File: config.mk
export PLATFORM = sky130hd
export DESIGN_NAME = chrono_ctrl
export DESIGN_NICKNAME = d
export VERILOG_FILES = /design/src/rtl/chrono_pkg.sv /design/src/rtl/chrono_ctrl_bcd_digit.sv /design/src/rtl/chrono_ctrl.sv
export SDC_FILE = /design/constraint.sdc
export NUM_CORES = 1
export LEC_CHECK = 0
export CAP_MARGIN = 30
export CELL_PAD_IN_SITES_DETAIL_PLACEMENT = 1
export CELL_PAD_IN_SITES_GLOBAL_PLACEMENT = 2
export CORE_MARGIN = 2
export CORE_UTILIZATION = 32
export CTS_BUF_LIST = sky130_fd_sc_hd__clkbuf_8
export DETAILED_ROUTE_END_ITERATION = 7
export PLACE_DENSITY = 0.78
export SLEW_MARGIN = 25
export SYNTH_ARGS = -nofsm -noshare
export SYNTH_HDL_FRONTEND = slang
export SYNTH_HIERARCHICAL = 1
export SYNTH_SLANG_ARGS = --single-unit
File: constraint.sdc
create_clock -name clk -period 3.8 [get_ports clk]
set_clock_uncertainty 0.1 [all_clocks]
set_input_delay 0.38 -clock clk [delete_from_list [all_inputs] [get_ports clk]]
set_output_delay 0.38 -clock clk [all_outputs]
set_load 0.02 [all_outputs]
File: src/rtl/chrono_pkg.sv
// chrono_pkg: shared state encoding, BCD digit geometry and display field
// offsets for the stopwatch controller.
package chrono_pkg;

    typedef enum logic [1:0] {
        ST_IDLE   = 2'd0,
        ST_RUN    = 2'd1,
        ST_PAUSED = 2'd2,
        ST_LAP    = 2'd3
    } state_t;

    localparam int DIG_W   = 4;
    localparam int NUM_DIG = 6;
    localparam int MOD_DEC = 10;
    localparam int MOD_SEX = 6;

    // Digit positions inside the packed {min_t,min_o,sec_t,sec_o,cs_t,cs_o} word
    localparam int OFF_CS_O  = 0;
    localparam int OFF_CS_T  = 4;
    localparam int OFF_SEC_O = 8;
    localparam int OFF_SEC_T = 12;
    localparam int OFF_MIN_O = 16;
    localparam int OFF_MIN_T = 20;

    // Packed BCD value of the full count MAX_MIN:59.99
    function automatic logic [NUM_DIG*DIG_W-1:0] full_count(input int unsigned max_min);
        full_count = {4'(max_min / 10), 4'(max_min % 10), 4'd5, 4'd9, 4'd9, 4'd9};
    endfunction

endpackage

File: src/rtl/chrono_ctrl_bcd_digit.sv
// bcd_digit: one BCD counter digit with synchronous clear and ripple carry.
// The carry is combinational so a whole carry chain settles within one tick.
module bcd_digit
    import chrono_pkg::*;
#(
    parameter int MODULUS = 10
) (
    input  logic             clk,
    input  logic             rst,
    input  logic             en,
    input  logic             clr,
    output logic [DIG_W-1:0] q,
    output logic             carry
);

    localparam logic [DIG_W-1:0] Q_MAX = DIG_W'(MODULUS - 1);

    // Count on enable, roll over at the top value; clear has priority
    always_ff @(posedge clk or posedge rst) begin
        if (rst)
            q <= '0;
        else if (clr)
            q <= '0;
        else if (en)
            q <= (q == Q_MAX) ? '0 : q + 1'b1;
    end

    assign carry = en & (q == Q_MAX);

endmodule

File: src/rtl/chrono_ctrl.sv
// chrono_ctrl: stopwatch sequencer owning the MM:SS.cc BCD counters and the
// prescaler clear. Define CHRONO_LAP_EN to build the LAP state and its
// display snapshot; otherwise btn_lap is ignored and the display is live.
module chrono_ctrl
    import chrono_pkg::*;
#(
    parameter int MAX_MIN    = 59,
    parameter int SAT_ON_OVF = 1
) (
    input  logic        clk,
    input  logic        rst,
    input  logic        tick,
    input  logic        btn_ss,
    input  logic        btn_clr,
    input  logic        btn_lap,
    output logic        presc_clr,
    output logic        running,
    output logic        ovf,
    output logic [23:0] disp_bcd
);

    localparam logic [23:0] FULL = full_count(MAX_MIN);

    state_t                         state, nxt;
    logic [NUM_DIG-1:0][DIG_W-1:0]  dig;
    logic [NUM_DIG-1:0]             dig_en, dig_cy;
    logic [23:0]                    live;
    logic                           win_clr, win_ss;
    logic                           counting, at_full, ovf_evt, inc, clr_cnt;
    logic                           top_cy_unused;

    // Button priority: clear beats start/stop beats lap
    assign win_clr = btn_clr;
    assign win_ss  = btn_ss & ~btn_clr;

`ifdef CHRONO_LAP_EN
    logic win_lap;
    assign win_lap = btn_lap & ~btn_ss & ~btn_clr;
`else
    logic lap_unused;
    assign lap_unused = btn_lap;
`endif

    assign counting = (state == ST_RUN) || (state == ST_LAP);
    assign at_full  = (live == FULL);
    assign ovf_evt  = counting & tick & at_full;
    // At full count the whole chain is held off, which also keeps the
    // minute digits from counting past MAX_MIN.
    assign inc      = counting & tick & ~at_full;
    assign clr_cnt  = ((state == ST_PAUSED) & win_clr) | (ovf_evt & (SAT_ON_OVF == 0));

    // Carry chain: each digit advances on the carry of the one below
    assign dig_en[0] = inc;
    for (genvar i = 1; i < NUM_DIG; i++) begin : g_chain
        assign dig_en[i] = dig_cy[i-1];
    end

    for (genvar i = 0; i < NUM_DIG; i++) begin : g_dig
        bcd_digit #(
            .MODULUS((i * DIG_W == OFF_SEC_T) ? MOD_SEX : MOD_DEC)
        ) u_dig (
            .clk   (clk),
            .rst   (rst),
            .en    (dig_en[i]),
            .clr   (clr_cnt),
            .q     (dig[i]),
            .carry (dig_cy[i])
        );
    end

    assign top_cy_unused = dig_cy[NUM_DIG-1];

    assign live[OFF_CS_O  +: DIG_W] = dig[0];
    assign live[OFF_CS_T  +: DIG_W] = dig[1];
    assign live[OFF_SEC_O +: DIG_W] = dig[2];
    assign live[OFF_SEC_T +: DIG_W] = dig[3];
    assign live[OFF_MIN_O +: DIG_W] = dig[4];
    assign live[OFF_MIN_T +: DIG_W] = dig[5];

    // Next-state decode; a saturating overflow overrides any button move
    always_comb begin
        nxt = state;
        case (state)
            ST_IDLE:   if (win_ss) nxt = ST_RUN;
            ST_RUN: begin
                if (win_ss) nxt = ST_PAUSED;
`ifdef CHRONO_LAP_EN
                else if (win_lap) nxt = ST_LAP;
`endif
            end
            ST_PAUSED: begin
                if (win_clr)     nxt = ST_IDLE;
                else if (win_ss) nxt = ST_RUN;
            end
`ifdef CHRONO_LAP_EN
            ST_LAP: begin
                if (win_lap)     nxt = ST_RUN;
                else if (win_ss) nxt = ST_PAUSED;
            end
`endif
            default:   nxt = ST_IDLE;
        endcase
        if (ovf_evt && (SAT_ON_OVF != 0))
            nxt = ST_PAUSED;
    end

    // State register with outputs registered from the next state
    always_ff @(posedge clk or posedge rst) begin
        if (rst) begin
            state     <= ST_IDLE;
            running   <= 1'b0;
            presc_clr <= 1'b1;
            ovf       <= 1'b0;
        end else begin
            state     <= nxt;
            running   <= (nxt == ST_RUN) || (nxt == ST_LAP);
            presc_clr <= !((nxt == ST_RUN) || (nxt == ST_LAP));
            if ((state == ST_PAUSED) && win_clr)
                ovf <= 1'b0;
            else if (ovf_evt)
                ovf <= 1'b1;
        end
    end

`ifdef CHRONO_LAP_EN
    logic [23:0] snap;

    // Freeze the pre-tick live value on the edge that enters LAP
    always_ff @(posedge clk or posedge rst) begin
        if (rst)
            snap <= '0;
        else if ((state == ST_RUN) && (nxt == ST_LAP))
            snap <= live;
    end

    assign disp_bcd = (state == ST_LAP) ? snap : live;
`else
    assign disp_bcd = live;
`endif

endmodule

==> results of run 1 <==
per-layer routing:
layer / vias to the layer above / GRT usage
li1: 745 / -
met1: 744 / 0.197
met2: 16 / 0.303
met3: 2 / 0.0233
met4: 0 / 0.0268
met5: - / 0
state kept, by name, indices dropped and copies added (netlist names):
name and flops:
presc_clr 1, g_dig.u_dig/q 24, ovf 1, state 2
worst max-delay path by stage:
stage	cells after the start	slack [ns]	to
floorplan	17	0.25	g_dig[5].u_dig/q[2]
global placement	16	0.65	g_dig[5].u_dig/q[2]
detailed placement	16	0.61	g_dig[5].u_dig/q[2]
CTS	17	0.64	g_dig[5].u_dig/q[2]
global route	17	0.24	g_dig[5].u_dig/q[2]
finish	17	0.72	g_dig[5].u_dig/q[2]
stage by stage:
stage          hold WS, ns  power (mW)  utilization  instance area (um^2)
2_1_floorplan       0.0454       0.540            -                  1730
6_report             0.437       0.849        0.433                  2220
4_1_cts              0.450       0.864        0.433                  2220
3_5_place_dp         0.444       0.670        0.422                  2170
3_3_place_gp         0.384       0.652        0.422                  2170
5_1_grt              0.458       0.906        0.433                  2220
area by class of cell:
cell class / count / share of cell area
multi-input combinational: 141 / 0.427
sequential: 28 / 0.316
timing repair buffer: 37 / 0.160
tap: 70 / 0.0394
inverter: 20 / 0.0338
clock buffer: 4 / 0.0248
worst max-delay path, cell delays in order, from the launching register on:
cell	delay, ns
dfrtp_1	0.47
and4bb_1	0.25
nand4_1	0.13
nor2_1	0.06
nor2_1	0.14
inv_1	0.09
nor2_1	0.15
inv_1	0.09
nor2_1	0.16
inv_1	0.09
nor2_1	0.15
nand2_1	0.08
nor2_1	0.13
inv_1	0.09
nor2_1	0.33
nand2_2	0.09
a211o_1	0.29
a21oi_2	0.12
report_power, final:
group	internal (mW)	total, mW	switching, mW
logic	0.127	0.259	0.132
registers	0.338	0.400	0.0617
clock network	0.0928	0.190	0.0976
total	0.558	0.849	0.291
==> flow_summary.yaml, run 1 <==
clocking:
  clock-root-buffer: "clkbuf_8"
  cts_hold_buf: 0
  post-cts-setup-buffer-count: 0
  cts_tree: "done"
  path_clk_slew_ns: 0.10
  cts_resized: 0
  clkLatencyLatePin_ns: 0.27
  htreeDepth: 1
  cts_buffer_depth: 2
  clkSinkCount: 28
  cts_buffers: 3
timing:
  period_needed_ns: 3.08
  hold_viol: 0
  fmax_mhz: 325
  fin_tns_setup_ns: 0
  fin_ws_ns: 0.722
  worst_pin_slew_ns: 0.386
  drv_slew: 0
  relSlewSlack: 0.742
  finalSetupViolCount: 0
  rsz0062_at_grt: "false"
  min_period_over_period: 0.810
hold_path:
  hold_path_class: "input port to async pin"
power:
  ir_worst_vdd_v: 0.000159
  leakagePower_nw: 0.923
  powerDensity_nw_per_um2: 382
die:
  fp.dieW_um: 77.4
  initial_core_util: 0.336
  dieArea_um2: 6000
  io_pins: 33
  die_height_um: 77.4
  core_area_um2: 5140
  num_rows: 26
placement:
  dp_hpwl_mm: 3.55
  gp_congestion: 0.784
  dp_cells: 296
  preCtsSetupSlack_ns: 0.611
  portBuffers: 31
setup_path:
  startpoint_type: "flip-flop"
  r2r_start: "g_dig[0].u_dig/q[0]"
  critPathLaunch: "g_dig[0].u_dig/q[0]"
  critical_path.endpoint_type: "flip-flop"
  critPathArrivalTime_ns: 3.19
  critical_path_peak_fanout: 8
  criticalPathCategory: "flip-flop to flip-flop"
  r2r.worst_path.cells: 17
  rr_endpoint: "g_dig[5].u_dig/q[2]"
  r2r_slack_ns: 0.72
  cp.required_ns: 3.91
route:
  vias: 1507
  drt_iter0_markers: 42
  wl_mm: 4.61
  drc: 0
  first_pass_iters: 4
  met2WireLength_mm: 2.43
  wl_met3_um: 79
  wl_met1_mm: 2.09
  highest_layer: "met4"
  avgViaCountPerCell: 5.02
  final_antenna_net_count: 0
  wl_per_cell_um: 15.4
final_layout:
  antenna_cells: 0
  nets: 249
  multi_input_area_um2: 948
  seqCellArea_um2: 702
  final_cell_mix: "clkdlybuf4s50_1, dfrtp_1, nand2_1, inv_1, a21oi_1"
  drive_gt1_frac: 0.100
  syn2layout_area_growth_pct: 28.9
  final_cells: 300
  n_fill_cell: 632
  mostFrequentLayoutCell: "clkdlybuf4s50_1"
global_route:
  grt_pass1_vias: 1660
  grt_first_pass_wirelength_mm: 7.92
  grtUsageTotal: 0.161
  antenna_found_initial: 0
  grt_max_degree: 25
  grt_overflow_total: 0
yosys:
  ys_warn_count: 6
  syn-num-nets: 207
  syn-cell-area_um2: 1730
  syn_inst: 189
  avgSynthCellArea_um2: 9.13
job:
  maxCapViolations: 0
outcome:
  outcome: "finished, final reports clean"
Power figures use the tool's default switching activity.
==> inputs of run 2 (changes only) <==
==> constraint.sdc (replaced) <==
create_clock -name clk -period 3.15 [get_ports clk]
set_clock_uncertainty 0.1 [all_clocks]
set_input_delay 0.315 -clock clk [delete_from_list [all_inputs] [get_ports clk]]
set_output_delay 0.315 -clock clk [all_outputs]
set_load 0.02 [all_outputs]
==> run 2 against run 1 <==
Final area is 6.9% higher. Die area is the same. Via count grew 6.2%. Maximum frequency grew 9.9%. First-iteration DRC count increased by 43%. Combinational power up 49%. Count of clock-buffer cells in the layout decreased by 1. Non-clock buffer count increased by 15. Hold slack worse by 0.079 ns. Critical path type unchanged.
==> flow_summary.yaml, run 2 (synthesis results as in run 1) <==
outcome:
  outcome: "finished, final reports clean"
global_route:
  grt_first_pass_wirelength_mm: 8.27
  grt_overflow_total: 0
  grt_max_degree: 25
  antenna_found_initial: 0
  grtUsageTotal: 0.169
  grt_pass1_vias: 1737
route:
  first_pass_iters: 4
  avgViaCountPerCell: 5.08
  wl_per_cell_um: 15.0
  vias: 1600
  wl_mm: 4.73
  drt_iter0_markers: 60
  final_antenna_net_count: 0
  drc: 0
setup_path:
  critPathArrivalTime_ns: 2.92
  r2r.worst_path.cells: 17
  rr_endpoint: "g_dig[5].u_dig/q[2]"
  r2r_slack_ns: 0.35
  cp_slowest_cell: "dfrtp_1"
  critical_path_peak_fanout: 7
  critical_path.endpoint_type: "flip-flop"
  startpoint_type: "flip-flop"
  criticalPathCategory: "flip-flop to flip-flop"
  r2r_start: "g_dig[3].u_dig/q[2]"
  crit_top_cell: "nor2_2"
  cp_slowest_stage_delay_ns: 0.46
  path_cells: "and4bb_1 > nand4_1 > nor2_1 > nor2_2 > inv_1 > nor2_2 > inv_1 > nor2_2 > inv_1 > nor2_4 > nand2_1 > nor2_2 > inv_1 > nor2_2 > nand2_2 > a211o_1 > a21oi_2"
  cp.required_ns: 3.26
die:
  fp.dieW_um: 77.4
  die_height_um: 77.4
  core_area_um2: 5140
  num_rows: 26
  dieArea_um2: 6000
  io_pins: 33
  initial_core_util: 0.336
final_layout:
  syn2layout_area_growth_pct: 37.7
  reg_top3: "g_dig.u_dig/q x24, state x2"
  n_fill_cell: 624
  antenna_cells: 0
  mostFrequentLayoutCell: "clkdlybuf4s50_1"
  nets: 264
  drive_gt1_frac: 0.192
  final_cell_mix: "clkdlybuf4s50_1, nand2_1, dfrtp_1, buf_4"
  seqCellArea_um2: 706
  largest_reg_flops: 24
  multi_input_area_um2: 968
  regMostFlops: "g_dig.u_dig/q"
  final_cells: 315
power:
  leakagePower_nw: 1.00
  netSwitchingFraction: 0.325
  p_switching_uw: 366
  combPwrFrac: 0.343
  power.share.clock: 0.257
  internal_power_uw: 760
  sequentialPowerShare: 0.401
  ir_worst_vdd_v: 0.000234
  powerDensity_nw_per_um2: 474
  power_mw: 1.13
job:
  maxCapViolations: 0
timing:
  min_period_over_period: 0.889
  rsz0062_at_grt: "false"
  finalSetupViolCount: 0
  hold_viol: 0
  fmax_mhz: 357
  relSlewSlack: 0.787
  fin_tns_setup_ns: 0
  drv_slew: 0
  period_needed_ns: 2.80
  worst_pin_slew_ns: 0.319
  holdWs_ns: 0.358
hold_path:
  hold_path_class: "input port to async pin"
placement:
  dp_cells: 311
  portBuffers: 31
  gp_congestion: 0.810
  dp_hpwl_mm: 3.68
clocking:
  cts_buffers: 3
  clkSinkCount: 28
  htreeDepth: 1
  clkLatencyLatePin_ns: 0.28
  cts_buffer_depth: 2
  cts_tree: "done"
  clock-root-buffer: "clkbuf_8"
  path_clk_slew_ns: 0.10
[run 2: cell count changes in the layout (fill, tap and decap cells not counted)]
cell	previous run	this run
clkbuf_8	4	3
nor2_2	0	5
bufinv_16	0	1
dfrtp_2	0	3
buf_4	6	21
nor2_4	0	1
dfrtp_1	27	24
nor2_1	9	3
[run 2: timing repair]
action | in CTS | in global routing
endpoints found under the setup margin | 0 | 1
buffers inserted | 0 | 0
gates resized for setup | 0 | 1
endpoints found under the hold margin | 0 | 0
hold buffers | 0 | 0
[run 2: final cells by class]
type,instances,area share
tap,70,0.0369
sequential,28,0.297
multi-input combinational,141,0.408
inverter,20,0.0316
timing repair buffer,52,0.197
clock inverter,1,0.0126
clock buffer,3,0.0174
[run 2: how the worst max path moves through the flow]
stage / slack [ns] / endpoint / cells past startpoint / start
2_1_floorplan: 0.04 / g_dig[5].u_dig/q[2] / 17 / g_dig[0].u_dig/q[0]
3_3_place_gp: 0.28 / g_dig[5].u_dig/q[2] / 16 / tick
3_5_place_dp: 0.23 / g_dig[5].u_dig/q[2] / 16 / tick
4_1_cts: 0.24 / g_dig[5].u_dig/q[2] / 17 / g_dig[3].u_dig/q[2]
5_1_grt: 0.06 / g_dig[5].u_dig/q[2] / 17 / g_dig[3].u_dig/q[2]
6_report: 0.35 / g_dig[5].u_dig/q[2] / 17 / g_dig[3].u_dig/q[2]
[run 2: worst max-delay path: cells and delay by family, from the launching register on]
kind,cells,cell delay (ns)
AOI/OAI and AO/OA,2,0.39
and+or+nand+nor,11,1.44
buffers and inverters,4,0.33
DFF,1,0.46
[run 2: routing by layer]
| layer | track usage | wire (um) | vias to the layer above |
|---|---|---|---|
| met2 | 0.327 | 2570 | 17 |
| li1 | - | - | 773 |
| met1 | 0.193 | 2070 | 806 |
| met4 | 0.0536 | 44 | 0 |
| met5 | 0 | 0 | - |
| met3 | 0.0151 | 40 | 4 |
[run 2: through the flow]
step | instance area (um^2) | utilization | setup WS [ns]
global route | 2380 | 0.462 | 0.0553
floorplan | 1740 | - | 0.0391
finish | 2380 | 0.462 | 0.348
global placement | 2300 | 0.447 | 0.283
detailed placement | 2300 | 0.447 | 0.230
CTS | 2370 | 0.461 | 0.242
[run 2: power groups by stage]
stage               registers [mW]  clock network, mW  logic (mW)
global route                 0.459              0.306       0.425
global placement             0.455                  0       0.373
floorplan                    0.524                  0       0.132
finish                       0.451              0.289       0.386
detailed placement           0.460                  0       0.389
CTS                          0.452              0.298       0.393
==> inputs of run 3 (changes only) <==
--- a/config.mk
+++ b/config.mk
@@ -9,10 +9,11 @@
 export CELL_PAD_IN_SITES_DETAIL_PLACEMENT = 1
 export CELL_PAD_IN_SITES_GLOBAL_PLACEMENT = 2
 export CORE_MARGIN = 2
-export CORE_UTILIZATION = 32
+export CORE_UTILIZATION = 39
 export CTS_BUF_LIST = sky130_fd_sc_hd__clkbuf_8
 export DETAILED_ROUTE_END_ITERATION = 7
-export PLACE_DENSITY = 0.78
+export DONT_BUFFER_PORTS = 1
+export PLACE_DENSITY = 0.77
 export SLEW_MARGIN = 25
 export SYNTH_ARGS = -nofsm -noshare
 export SYNTH_HDL_FRONTEND = slang
==> run 3 against run 2 <==
Critical path depth is the same. Largest power group unchanged. Setup slack worse by 0.021 ns. Critical path type unchanged. Critical endpoint unchanged. Clock power down 25%. Global-route usage up 2.0 points. Flip-flop and latch count did not move. Largest cell class unchanged.
==> flow_summary.yaml, run 3 (synthesis results as in run 1) <==
final_layout:
  regMostFlops: "g_dig.u_dig/q"
  final_cell_mix: "buf_4, nand2_1, dfrtp_1, inv_1, a21oi_1"
  nets: 242
  largest_reg_flops: 24
  reg_top3: "g_dig.u_dig/q x24, state x2"
  mostFrequentLayoutCell: "buf_4"
  n_fill_cell: 504
  syn2layout_area_growth_pct: 21.8
  drive_gt1_frac: 0.247
  antenna_cells: 0
  seqCellArea_um2: 706
  multi_input_area_um2: 973
  post-route-util: 0.490
  final_cells: 275
die:
  core_area_um2: 4290
  num_rows: 24
  fp.dieW_um: 70.5
  dieArea_um2: 4970
  initial_core_util: 0.402
  io_pins: 33
  die_height_um: 70.5
timing:
  hold_viol: 0
  period_needed_ns: 2.82
  fin_tns_setup_ns: 0
  drv_slew: 0
  fin_ws_ns: 0.327
  worst_pin_slew_ns: 0.373
  relSlewSlack: 0.751
  fmax_mhz: 354
  finalSetupViolCount: 0
  min_period_over_period: 0.896
  rsz0062_at_grt: "false"
setup_path:
  criticalPathCategory: "flip-flop to flip-flop"
  cp_slowest_stage_delay_ns: 0.40
  cp.required_ns: 3.25
  critical_path_peak_fanout: 6
  cp_slowest_cell: "dfrtp_1"
  critPathArrivalTime_ns: 2.93
  path_cells: "and4bb_1 > nand4_1 > nor2_1 > nor2_2 > inv_1 > nor2_2 > inv_1 > nor2_4 > inv_1 > nor2_2 > nand2_1 > nor2_2 > inv_1 > nor2_4 > nand2_2 > a211o_1 > a21oi_2"
  startpoint_type: "flip-flop"
  critical_path.endpoint_type: "flip-flop"
global_route:
  grtUsageTotal: 0.188
  grt_pass1_vias: 1641
  grt_first_pass_wirelength_mm: 7.58
  grt_max_degree: 25
  grt_overflow_total: 0
  antenna_found_initial: 0
power:
  ir_worst_vdd_v: 0.000205
  power_uw: 994
  powerDensity_nw_per_um2: 473
  leakagePower_nw: 0.935
clocking:
  cts_buffer_depth: 2
  post-cts-setup-buffer-count: 0
  clock-root-buffer: "clkbuf_8"
  clkSinkCount: 28
  path_clk_slew_ns: 0.09
  cts_tree: "done"
  clkLatencyLatePin_ns: 0.27
  cts_buffers: 3
  htreeDepth: 1
route:
  final_antenna_net_count: 0
  first_pass_iters: 4
  wl_per_cell_um: 16.4
  avgViaCountPerCell: 5.45
  drt_iter0_markers: 39
  wl_mm: 4.50
  vias: 1498
  drc: 0
hold_path:
  hold_path_class: "input port to flip-flop"
placement:
  dp_cells: 270
  dp_hpwl_mm: 3.58
  preCtsSetupSlack_ns: 0.184
  gp_congestion: 0.843
  portBuffers: 0
outcome:
  outcome: "finished, final reports clean"
job:
  maxCapViolations: 0
run 3: cell count changes in the layout (fill, tap and decap cells not counted):
cell	before	now
clkdlybuf4s50_1	31	0
nor2_4	1	2
nor2_2	5	4
buf_4	21	29
clkbuf_8	3	4
bufinv_16	1	0
dlygate4sd3_1	0	1
run 3: routing by layer:
metal	part of all wire	vias to the layer above	track usage
met5	0	-	0
met4	0.0080	0	0.0385
met3	0.034	4	0.0332
met2	0.53	23	0.355
met1	0.43	741	0.222
li1	-	730	-
run 3: critical path, delay by kind of cell (launching register included):
kind | cells | cell delay [ns]
buffers and inverters | 4 | 0.39
AOI/OAI and AO/OA | 2 | 0.39
DFF | 1 | 0.40
and+or+nand+nor | 11 | 1.44
run 3: what timing repair did:
item	4_1_cts	5_1_grt
setup endpoints to repair	0	2
hold buffers	1	0
hold endpoints to repair	28	0
resized for setup	0	2
run 3: path summary, 6_finish.rpt:
| kind | start | end | slack [ns] | cells after the start |
|---|---|---|---|---|
| worst max-delay path | g_dig[0].u_dig/q[3] | g_dig[5].u_dig/q[2] | 0.33 | 17 |
| worst min-delay path | btn_clr | ovf | 0.17 | 3 |
| worst max register to register | g_dig[0].u_dig/q[3] | g_dig[5].u_dig/q[2] | 0.33 | 17 |
| worst min register to register | state[0] | presc_clr | 0.45 | 1 |
| max in group asynchronous | rst | presc_clr | 2.29 | 2 |
| min in group asynchronous | rst | ovf | 0.44 | 2 |
run 3: metrics by stage:
step	hold slack (ns)	cell area, um^2
final	0.167	2100
after global routing	0.224	2100
after CTS	0.166	2090
after detailed placement	-0.00592	2030
after global placement	-0.0118	2030
after floorplan	-0.0196	1740
run 3: power breakdown:
part / total, mW / internal (mW) / leakage, nW / switching, mW
Sequential: 0.448 / 0.410 / 0.374 / 0.0377
Combinational: 0.329 / 0.127 / 0.532 / 0.202
Clock: 0.218 / 0.112 / 0.0288 / 0.106
run 3: cell type report:
| class | instances | share of cell area |
|---|---|---|
| Timing Repair Buffer | 30 | 0.108 |
| Multi-Input combinational cell | 141 | 0.463 |
| Clock buffer | 4 | 0.0262 |
| Inverter | 20 | 0.0357 |
| Tap cell | 52 | 0.0310 |
| Sequential cell | 28 | 0.336 |
